**config.mk**
```make
export PLATFORM = sky130hd
export DESIGN_NAME = ddfs_frequency_decoder
export DESIGN_NICKNAME = d
export VERILOG_FILES = /design/src/rtl/ddfs_frequency_decoder.sv
export SDC_FILE = /design/constraint.sdc
export NUM_CORES = 1
export LEC_CHECK = 0
export ABC_AREA = 0
export CAP_MARGIN = 20
export CORE_UTILIZATION = 53
export DETAILED_ROUTE_END_ITERATION = 6
export GPL_TIMING_DRIVEN = 0
export PLACE_DENSITY_LB_ADDON = 0.05
export SYNTH_ARGS = -nofsm -noshare
export SYNTH_HDL_FRONTEND = slang
export SYNTH_SLANG_ARGS = --single-unit
```
**constraint.sdc**
```tcl
create_clock -name clk -period 9 [get_ports clk]
set_input_delay 1.35 -clock clk [delete_from_list [all_inputs] [get_ports clk]]
set_output_delay 1.35 -clock clk [all_outputs]
set_load 0.005 [all_outputs]
```
**src/rtl/ddfs_frequency_decoder.sv**
```systemverilog
// Reconstructs a DDFS output frequency from its frequency word and clock-divider select
// using a sequential shift-add multiply. Optional macro DDFS_DECODER_ROUND_EN: round half up.
module ddfs_frequency_decoder #(
   parameter logic [63:0] CLK_FREQ = 64'd200000000
) (
   input  logic        clk,
   input  logic        rst_n,
   input  logic [6:0]  fw,
   input  logic [2:0]  freq_control,
   input  logic        in_valid,
   output logic        in_ready,
   output logic [31:0] freq,
   output logic        err,
   output logic        sat,
   output logic        out_valid,
   input  logic        out_ready
);

   typedef enum logic [1:0] {IDLE, MUL, NORM, DONE} state_t;

   localparam logic [63:0] K_DIV2   = CLK_FREQ / 64'd2;
   localparam logic [63:0] K_DIV10  = CLK_FREQ / 64'd10;
   localparam logic [63:0] K_DIV1E2 = CLK_FREQ / 64'd100;
   localparam logic [63:0] K_DIV1E3 = CLK_FREQ / 64'd1000;
   localparam logic [63:0] K_DIV1E4 = CLK_FREQ / 64'd10000;
   localparam logic [63:0] K_DIV1E5 = CLK_FREQ / 64'd100000;
   localparam logic [63:0] K_DIV1E6 = CLK_FREQ / 64'd1000000;

`ifdef DDFS_DECODER_ROUND_EN
   localparam logic [71:0] ROUND_ADD = 72'd512;
`else
   localparam logic [71:0] ROUND_ADD = 72'd0;
`endif

   state_t      state_q, state_d;
   logic [7:0]  step_q, step_d;
   logic [63:0] const_q, const_d;
   logic [71:0] acc_q, acc_d;
   logic [2:0]  cnt_q, cnt_d;
   logic [31:0] freq_q, freq_d;
   logic        err_q, err_d;
   logic        sat_q, sat_d;
   logic        out_valid_q, out_valid_d;
   logic [71:0] norm_sum;
   logic [71:0] norm_shift;
   logic [63:0] sel_const;

   always_comb begin
      sel_const = 64'd0;
      case (freq_control)
         3'd0:    sel_const = K_DIV2;
         3'd1:    sel_const = K_DIV10;
         3'd2:    sel_const = K_DIV1E2;
         3'd3:    sel_const = K_DIV1E3;
         3'd4:    sel_const = K_DIV1E4;
         3'd5:    sel_const = K_DIV1E5;
         3'd6:    sel_const = K_DIV1E6;
         default: sel_const = 64'd0;
      endcase
   end

   always_comb begin
      state_d    = state_q;
      step_d     = step_q;
      const_d    = const_q;
      acc_d      = acc_q;
      cnt_d      = cnt_q;
      freq_d     = freq_q;
      err_d      = err_q;
      sat_d      = sat_q;
      norm_sum   = acc_q + ROUND_ADD;
      norm_shift = norm_sum >> 10;
      case (state_q)
         IDLE: begin
            if (in_valid) begin
               err_d = 1'b0;
               sat_d = 1'b0;
               if (freq_control == 3'd7) begin
                  freq_d  = 32'd0;
                  err_d   = 1'b1;
                  state_d = DONE;
               end else begin
                  step_d  = {1'b0, fw} + 8'd1;
                  const_d = sel_const;
                  acc_d   = 72'd0;
                  cnt_d   = 3'd0;
                  state_d = MUL;
               end
            end
         end
         MUL: begin
            if (step_q[cnt_q])
               acc_d = acc_q + ({8'd0, const_q} << cnt_q);
            cnt_d = cnt_q + 3'd1;
            if (cnt_q == 3'd7)
               state_d = NORM;
         end
         NORM: begin
            if (|norm_shift[71:32]) begin
               freq_d = 32'hFFFF_FFFF;
               sat_d  = 1'b1;
            end else begin
               freq_d = norm_shift[31:0];
            end
            state_d = DONE;
         end
         DONE: begin
            if (out_valid_q && out_ready)
               state_d = IDLE;
         end
         default: state_d = IDLE;
      endcase
      // The error path enters DONE straight from IDLE, so valid waits one extra cycle there
      out_valid_d = (state_d == DONE) && (state_q != IDLE);
   end

   always_ff @(posedge clk or negedge rst_n) begin
      if (!rst_n) begin
         state_q     <= IDLE;
         step_q      <= 8'd0;
         const_q     <= 64'd0;
         acc_q       <= 72'd0;
         cnt_q       <= 3'd0;
         freq_q      <= 32'd0;
         err_q       <= 1'b0;
         sat_q       <= 1'b0;
         out_valid_q <= 1'b0;
      end else begin
         state_q     <= state_d;
         step_q      <= step_d;
         const_q     <= const_d;
         acc_q       <= acc_d;
         cnt_q       <= cnt_d;
         freq_q      <= freq_d;
         err_q       <= err_d;
         sat_q       <= sat_d;
         out_valid_q <= out_valid_d;
      end
   end

   assign in_ready  = (state_q == IDLE);
   assign freq      = freq_q;
   assign err       = err_q;
   assign sat       = sat_q;
   assign out_valid = out_valid_q;

endmodule

```
==> flow_summary.json, run 1 <==
{
  "worst_pin_slew_ns": 0.808,
  "synth.top_cell.area_share_pct": 40.8,
  "grt_max_degree": 72,
  "r2r-start": "cnt_q[1]$_DFFE_PN0P_",
  "gp_congestion": 0.921,
  "p_comb_share_pct": 50.4,
  "drv_cap": 0,
  "final_common_cell": "dfrtp_1",
  "h-tree-depth": 4,
  "critPathArrivalTime_ns": 5.86,
  "switching_power_mw": 1.39,
  "ys_seq_elements": 134,
  "cts_root_buffer": "clkbuf_16",
  "diodes": 0,
  "crit_required_ns": 9.29,
  "tritoncts": "done",
  "yosysUniqueCellTypes": 60,
  "leakage_nw": 4.29,
  "path_delay_family": "buffers and inverters",
  "rsz0062_at_grt": "no",
  "clock-sinks": 134,
  "crit_chain": "buf_1, clkbuf_1, clkbuf_1, a31oi_1, o21ai_0, ha_1, a21o_1, a32o_1, a41oi_1, nand2_1, o21ba_2, o211ai_1, clkbuf_1, buf_2, xor2_1, nor2_1",
  "yosysWarnings": 0,
  "dpl_cell_area_mm2": 0.00896,
  "clock-skew-final_ns": 0.0154,
  "max_stage_delay_ns": 0.53,
  "cts_buffer_depth": 2,
  "end_kind": "register",
  "io-pin-count": 50,
  "drc": 0,
  "place_hpwl_mm": 16.4,
  "overflow": 0,
  "synthFlopType": "dfrtp_1",
  "core_mm2": 0.0151,
  "die_area_mm2": 0.0160,
  "critPathMostFrequentCell": "clkbuf_1",
  "final_hold_viol_count": 0,
  "power_frac_clock_pct": 22.1,
  "seq_power_share_pct": 27.6,
  "drt_pass1_iterations": 5,
  "holdBufCountCts": 0,
  "crit_buf_inv": 5,
  "async_flop_share_pct": 100,
  "cp_max_fo": 10,
  "p_int_mw": 1.95,
  "grt_usage_pct": 28.4,
  "syn-num-nets": 930,
  "clock_latency_ns": 0.43,
  "clock.fmax_mhz": 179,
  "dieHeight_um": 126,
  "maxSlewViolCount": 0,
  "synth_cells": 881,
  "preCtsSetupSlack_ns": 3.61,
  "critPathSlowestCell": "clkbuf_1",
  "postCtsSetupRepairBufs": 0,
  "synthTopCellsByArea": "dfrtp_1 (41%), ha_1 (5.2%), nand2_1 (4.4%), a221o_1 (4.0%), o21ai_0 (3.9%)",
  "num_vias": 7216,
  "avgSynthCellArea_um2": 9.32,
  "grt_pass1_wl_mm": 35.2,
  "clkTransAtPathRegs_ns": 0.06,
  "rows": 45,
  "wl_mm": 21.8,
  "min_path_type": "register to register",
  "period_minus_slack_ns": 5.57,
  "relSlewSlack_pct": 45.9,
  "drive_above_1_share_pct": 6.96,
  "drtIter0Drc": 548,
  "yosysSeqAreaShare_pct": 40.8,
  "viasPerCell": 6.27,
  "start_util_pct": 54.2,
  "cp-start-kind": "register",
  "fin_ws_ns": 3.43,
  "cts_resized": 0,
  "grt_pass1_vias": 6713,
  "nNetsFinal": 998,
  "status": "complete, no violations",
  "grt_antenna_before_repair": 0,
  "port-buffer-count": 48,
  "period_share_pct": 61.9,
  "finalPower_mw": 3.33,
  "crit_type": "register to register",
  "startpoint": "cnt_q[1]$_DFFE_PN0P_",
  "synth_area_mm2": 0.00821,
  "final_cell_mix": "dfrtp_1 (134), nand2_1 (96), nor2_1 (67)",
  "area_delta_synth_final_pct": 16.7,
  "tns_ns": 0,
  "die_x_um": 126,
  "avgRoutedWirePerCell_um": 19.0,
  "ant_nets": 0,
  "finalSetupViolations": 0,
  "power_density_mw_per_mm2": 348,
  "vdd_drop_max_mv": 0.175,
  "synth_top_area_cell": "dfrtp_1",
  "synth_edf_count": 0,
  "min_from": "sat$_DFFE_PN0P_",
  "sw_frac_of_total_pct": 41.6,
  "numCtsBuffers": 17,
  "finalInstanceArea_mm2": 0.00958
}
-- worst reg2reg max path, cell delays in order, from the launching register on --
cell,delay (ns)
dfrtp_1,0.42
buf_1,0.36
clkbuf_1,0.51
clkbuf_1,0.53
a31oi_1,0.25
o21ai_0,0.37
ha_1,0.37
a21o_1,0.24
a32o_1,0.22
a41oi_1,0.21
nand2_1,0.19
o21ba_2,0.29
o211ai_1,0.47
clkbuf_1,0.44
buf_2,0.35
xor2_1,0.17
nor2_1,0.06
-- worst paths after layout --
kind,end,slack [ns],cells after the start
worst max-delay path,acc_q[36]$_DFFE_PN0P_,3.43,16
worst min-delay path,sat$_DFFE_PN0P_,0.48,1
worst max register to register,acc_q[36]$_DFFE_PN0P_,3.43,16
worst min register to register,sat$_DFFE_PN0P_,0.48,1
max in group asynchronous,acc_q[50]$_DFFE_PN0P_,7.35,2
min in group asynchronous,freq[2]$_DFFE_PN0P_,0.90,1
-- metal layers --
metal,wire length [um],GRT usage (%)
met1,10100,39.4
met2,10000,45.7
met3,1330,4.81
met4,349,8.65
met5,0,0
-- cell usage after synthesis (3+ instances only) --
master and instances:
dfrtp_1 134, nand2_1 96, nor2_1 67, o21ai_0 64, a21oi_1 58, clkbuf_1 44, ha_1 34, a221o_1 33
a22o_1 30, xor2_1 29, nand3_1 26, a21o_1 23, xnor2_1 21, mux2i_1 20, nand4_1 15, nor2b_1 12
o31ai_1 12, mux2_2 11, and3_1 10, inv_1 9, nand2b_1 9, nor4_1 9, or3_1 9, a31oi_1 8
nor3_1 8, or4_1 8, a211oi_1 7, o211ai_1 7, and4_1 5, buf_1 5, buf_2 5, o21a_1 5
a211o_1 4, mux4_2 4, a311oi_1 3, a31o_2 3, nor3b_1 3, o22ai_1 3
-- area by class of cell --
cell class / instances / area (um2)
plain buffers: 57 / 235
clock buffers: 21 / 480
clock inverters: 11 / 145
fillers: 1237 / 5560
inverters: 9 / 33.8
multi-input cells: 681 / 4590
flip-flops and latches: 134 / 3350
well taps: 188 / 235
repair buffers: 49 / 509
-- through the flow --
step                util (%)  instances  hold slack (ns)
global route            63.3       1150            0.493
detailed placement      59.1       1118            0.469
floorplan                  -        881            0.441
CTS                     63.3       1150            0.486
global placement        58.9       1117            0.456
finish                  63.3       1150            0.480
-- cells by family after synthesis --
| kind of cell | synth area share, % |
|---|---|
| multiplexers | 5.04 |
| buffers and inverters | 3.28 |
| flip-flops | 40.8 |
| adder cells (fa/ha/maj) | 5.42 |
| XOR/XNOR | 5.33 |
| AND/OR/NAND/NOR | 16.9 |
| AO/OA/AOI/OAI | 23.1 |
-- registers in the layout (all words and copies together), names as in the netlist --
register	flops
cnt_q	3
err	1
state_q	2
freq	32
out_valid	1
acc_q	69
step_q	8
const_q	17
sat	1
-- power groups by stage --
stage | Sequential [mW] | Clock [mW] | Combinational, mW
finish | 0.918 | 0.736 | 1.68
CTS | 0.917 | 0.745 | 1.66
global placement | 0.915 | 0 | 1.62
detailed placement | 0.925 | 0 | 1.66
floorplan | 0.879 | 0 | 1.19
global route | 0.936 | 0.772 | 1.85
Note: power is estimated with default switching activity, not from simulation.
==> inputs of run 2 (changes only) <==
clock period = 5.05 ns   (was 9 ns; I/O delays follow)
==> run 2 against run 1 <==
  * Flip-flop and latch count unchanged
  * Critical endpoint unchanged
  * Clock power increased by 78%
  * Clock skew decreased by 0.0044 ns
  * Wire length increased by 0.11%
  * Core utilization increased by 0.12 points
  * Cell area increased by 0.18%
  * Largest power group unchanged
==> flow_summary.json, run 2 (same netlist as run 1, synthesis figures left out) <==
{
  "status": "complete, no violations",
  "clock.fmax_mhz": 214,
  "final_cell_mix": "dfrtp_1 (134), nand2_1 (96), nor2_1 (67)",
  "area_delta_synth_final_pct": 16.9,
  "avgRoutedWirePerCell_um": 19.0,
  "critPathSlowestCell": "dfrtp_1",
  "nNetsFinal": 999,
  "cts_root_buffer": "clkbuf_16",
  "critPathArrivalTime_ns": 4.95,
  "switching_power_mw": 2.48,
  "num_vias": 7261,
  "ant_nets": 0,
  "sw_frac_of_total_pct": 41.6,
  "worst_pin_slew_ns": 0.803,
  "dpl.cell_count": 1118,
  "power_frac_clock_pct": 22.0,
  "drc": 0,
  "final_hold_viol_count": 0,
  "p_comb_share_pct": 50.5,
  "drv_cap": 0,
  "largest_reg_flops": 69,
  "p_int_mw": 3.47,
  "grt_usage_pct": 28.4,
  "start_util_pct": 54.2,
  "io-pin-count": 50,
  "final_common_cell": "dfrtp_1",
  "viasPerCell": 6.31,
  "numCtsBuffers": 17,
  "power_density_mw_per_mm2": 620,
  "clock_latency_ns": 0.43,
  "tns_ns": 0,
  "drive_above_1_share_pct": 7.58,
  "port-buffer-count": 48,
  "reg2reg_setup_slack_ns": 0.39,
  "finalSetupViolations": 0,
  "clock-sinks": 134,
  "seq_power_share_pct": 27.5,
  "min_path_type": "primary input to async pin",
  "wl_mm": 21.8,
  "overflow": 0,
  "h-tree-depth": 4,
  "grt_max_degree": 72,
  "crit_type": "register to register",
  "regMostFlops": "acc_q",
  "crit_chain": "clkbuf_2, clkbuf_2, mux2i_1, nand2_1, o21ai_0, mux2i_1, ha_1, clkbuf_1, a21oi_1, o21ai_0, a32o_1, a41oi_1, nand2_1, o21ba_2, o211ai_1, clkbuf_2, buf_2, xor2_1, nor2_1",
  "max_stage_delay_ns": 0.42,
  "diodes": 0,
  "grt_antenna_before_repair": 0,
  "rsz0062_at_grt": "no",
  "tritoncts": "done",
  "critPathMostFrequentCell": "clkbuf_2",
  "rows": 45,
  "period_share_pct": 92.4,
  "leakage_nw": 4.30,
  "die_x_um": 126,
  "clock-skew-final_ns": 0.0110,
  "maxSlewViolCount": 0,
  "gp_congestion": 0.921,
  "die_area_mm2": 0.0160,
  "core_mm2": 0.0151,
  "end_kind": "register",
  "grt_pass1_vias": 6710,
  "clkTransAtPathRegs_ns": 0.06,
  "cts_buffer_depth": 2,
  "period_minus_slack_ns": 4.66,
  "fin_cells": 1151,
  "crit_required_ns": 5.34,
  "final_core_util_pct": 63.4,
  "cp-start-kind": "register",
  "cp_max_fo": 10,
  "dieHeight_um": 126,
  "relSlewSlack_pct": 46.3,
  "vdd_drop_max_mv": 0.307,
  "place_hpwl_mm": 16.4,
  "drtIter0Drc": 524,
  "grt_pass1_wl_mm": 35.2,
  "drt_pass1_iterations": 5
}
-- run 2: worst max-delay path, delay by kind of cell (launching register included) --
family / cells / cell delay, ns
compound gates: 7 / 1.52
buf+inv: 5 / 1.34
mux: 2 / 0.47
flops: 1 / 0.42
simple gates: 3 / 0.32
fa+ha+maj: 1 / 0.31
xor+xnor: 1 / 0.17
-- run 2: per-stage QoR --
| step | hold slack [ns] | total power [mW] | worst slack [ns] | area, um2 |
|---|---|---|---|---|
| after detailed placement | 0.469 | 4.61 | -0.345 | 8960 |
| after CTS | 0.318 | 5.93 | 0.110 | 9590 |
| after floorplan | 0.441 | 3.68 | 0.984 | 8210 |
| after global placement | 0.456 | 4.52 | -1.95 | 8930 |
| final | 0.302 | 5.95 | 0.385 | 9600 |
| after global routing | 0.348 | 6.34 | 0.132 | 9600 |
-- run 2: timing repair --
action | 4_1_cts | 5_1_grt
endpoints found under the setup margin | 14 | 14
gates cloned | 0 | 0
gates resized for setup | 3 | 2
hold buffers | 0 | 0
pin swaps | 0 | 1
setup buffers | 0 | 1
-- run 2: layer usage --
layer | track usage, % | routed length (um) | up-vias
li1 | - | - | 3427
met1 | 39.5 | 10100 | 3543
met2 | 45.6 | 10100 | 262
met3 | 4.72 | 1320 | 29
met4 | 8.79 | 295 | 0
met5 | 0 | 0 | -
-- run 2: power groups by stage --
stage          sequential [mW]  clock, mW  combinational (mW)
2_1_floorplan             1.57          0                2.12
3_3_place_gp              1.63          0                2.89
3_5_place_dp              1.65          0                2.96
4_1_cts                   1.63       1.33                2.97
5_1_grt                   1.67       1.38                3.30
6_report                  1.64       1.31                3.00
-- run 2: final timing paths --
kind,start,end,cells after the start
max in group asynchronous,rst_n,acc_q[50]$_DFFE_PN0P_,2
max reg2reg,cnt_q[1]$_DFFE_PN0P_,acc_q[36]$_DFFE_PN0P_,19
min reg2reg,sat$_DFFE_PN0P_,sat$_DFFE_PN0P_,1
max,cnt_q[1]$_DFFE_PN0P_,acc_q[36]$_DFFE_PN0P_,19
min,rst_n,freq[2]$_DFFE_PN0P_,1
min in group clk,sat$_DFFE_PN0P_,sat$_DFFE_PN0P_,1
-- run 2: cell type report --
cell class,count,area [um2]
fillers,1237,5550
multi-input cells,681,4590
flip-flops and latches,134,3350
repair buffers,50,517
clock buffers,21,480
plain buffers,57,240
well taps,188,235
clock inverters,11,145
inverters,9,33.8
==> inputs of run 3 (changes only) <==
CORE_UTILIZATION = 35   (was 53)
==> run 3 against run 2 <==
  * Die area up 51%
  * Final cell count grew 11%
  * First-iteration DRC count down 23%
  * Register-to-register slack better by 0.02 ns
  * Via count shrank 3.6%
  * Non-clock buffer count unchanged
  * Critical endpoint unchanged
  * Largest power group unchanged
==> flow_summary.json, run 3 (same netlist as run 1, synthesis figures left out) <==
{
  "h-tree-depth": 4,
  "power_density_mw_per_mm2": 614,
  "area_delta_synth_final_pct": 18.6,
  "final_common_cell": "dfrtp_1",
  "grt_usage_pct": 20.7,
  "num_vias": 7000,
  "ant_nets": 0,
  "clock.fmax_mhz": 215,
  "drc": 0,
  "leakage_nw": 4.30,
  "clock-skew-final_ns": 0.0105,
  "core_mm2": 0.0228,
  "grt_max_degree": 69,
  "final_cell_mix": "dfrtp_1 (134), nand2_1 (96), nor2_1 (67)",
  "overflow": 0,
  "grt_pass1_vias": 7021,
  "reg2reg_setup_slack_ns": 0.41,
  "ff2ff_path_depth": 19,
  "finalSetupViolations": 0,
  "largest_reg_flops": 69,
  "rr_endpoint": "acc_q[36]$_DFFE_PN0P_",
  "dieHeight_um": 155,
  "cp_max_fo": 10,
  "period_minus_slack_ns": 4.64,
  "min_path_type": "primary input to async pin",
  "cp-start-kind": "register",
  "place_hpwl_mm": 17.5,
  "grt_pass1_wl_mm": 38.5,
  "rsz0062_at_grt": "no",
  "cts_root_buffer": "clkbuf_16",
  "start_util_pct": 35.9,
  "relSlewSlack_pct": 30.1,
  "drive_above_1_share_pct": 7.59,
  "grt_antenna_before_repair": 0,
  "numCtsBuffers": 17,
  "nNetsFinal": 999,
  "critPathArrivalTime_ns": 4.94,
  "port-buffer-count": 48,
  "clock_latency_ns": 0.43,
  "maxSlewViolCount": 0,
  "clock-sinks": 134,
  "die_x_um": 155,
  "tritoncts": "done",
  "io-pin-count": 50,
  "drv_cap": 0,
  "viasPerCell": 5.49,
  "gp_congestion": 0.854,
  "crit_end": "acc_q[36]$_DFFE_PN0P_",
  "fin_ws_ns": 0.409,
  "die_area_mm2": 0.0241,
  "crit_required_ns": 5.35,
  "final_hold_viol_count": 0,
  "preCtsSetupSlack_ns": -0.450,
  "dpl.cell_count": 1243,
  "worst_pin_slew_ns": 1.04,
  "clkTransAtPathRegs_ns": 0.07,
  "rows": 55,
  "cts_buffer_depth": 2,
  "startpoint": "cnt_q[1]$_DFFE_PN0P_",
  "status": "complete, no violations",
  "drt_pass1_iterations": 4,
  "regMostFlops": "acc_q",
  "crit_type": "register to register",
  "vdd_drop_max_mv": 0.211,
  "fin_cells": 1275,
  "drtIter0Drc": 401,
  "period_share_pct": 91.9,
  "diodes": 0,
  "wl_mm": 23.9,
  "r2r-start": "cnt_q[1]$_DFFE_PN0P_",
  "end_kind": "register",
  "avgRoutedWirePerCell_um": 18.8,
  "fill_cells": 2307
}
-- run 3: cell type report --
type,instances,area [um2],area share [%]
buffer,57,241,2.48
clock buffer,18,429,4.41
clock inverter,13,174,1.79
inverter,9,33.8,0.347
multi-input combinational,681,4600,47.2
sequential,134,3350,34.4
tap,313,392,4.02
timing repair buffer,50,517,5.31
-- run 3: worst min path at each step --
| stage | to | depth (start not counted) | startpoint |
|---|---|---|---|
| global route | acc_q[6]$_DFFE_PN0P_ | 1 | rst_n |
| global placement | step_q[1]$_DFFE_PN0P_ | 2 | step_q[1]$_DFFE_PN0P_ |
| floorplan | step_q[1]$_DFFE_PN0P_ | 2 | step_q[1]$_DFFE_PN0P_ |
| detailed placement | err$_DFFE_PN0P_ | 1 | err$_DFFE_PN0P_ |
| finish | acc_q[6]$_DFFE_PN0P_ | 1 | rst_n |
| CTS | acc_q[6]$_DFFE_PN0P_ | 1 | rst_n |
-- run 3: per-layer routing --
layer	track usage [%]	routed length [um]
met5	0	0
met4	7.61	611
met3	3.26	583
met2	35.7	11800
met1	26.1	10900
-- run 3: through the flow --
stage	power (mW)	hold WS (ns)	TNS, ns	instance area [um2]	utilization (%)
6_report	5.98	0.318	0	9740	42.6
5_1_grt	6.44	0.372	0	9740	42.6
4_1_cts	6.02	0.336	0	9730	42.6
3_5_place_dp	4.69	0.469	-4.67	9110	39.9
3_3_place_gp	4.69	0.461	-350.94	9080	39.8
2_1_floorplan	3.68	0.441	0	8210	-
-- run 3: repair_timing --
item	in CTS	in global routing
setup endpoints to repair	28	28
hold buffers	0	0
resized for setup	2	9
pin swaps	1	0
gates cloned	0	0
buffers inserted	1	0
-- run 3: power breakdown --
part	internal (mW)	switching [mW]
clock network	0.783	0.531
logic	1.28	1.75
registers	1.37	0.262
-- run 3: critical path, cell delays in order, from the launching register on --
cell      delay [ns]
dfrtp_1         0.43
clkbuf_2        0.27
clkbuf_1        0.39
a21oi_1         0.16
nand2_1         0.09
o21ai_0         0.10
a21oi_1         0.27
ha_1            0.28
clkbuf_1        0.19
nand4_1         0.19
nor2_1          0.08
a32o_1          0.26
a41oi_1         0.18
nand2_1         0.16
o21ba_2         0.28
o211ai_1        0.35
clkbuf_2        0.30
buf_2           0.29
xor2_1          0.18
nor2_1          0.05
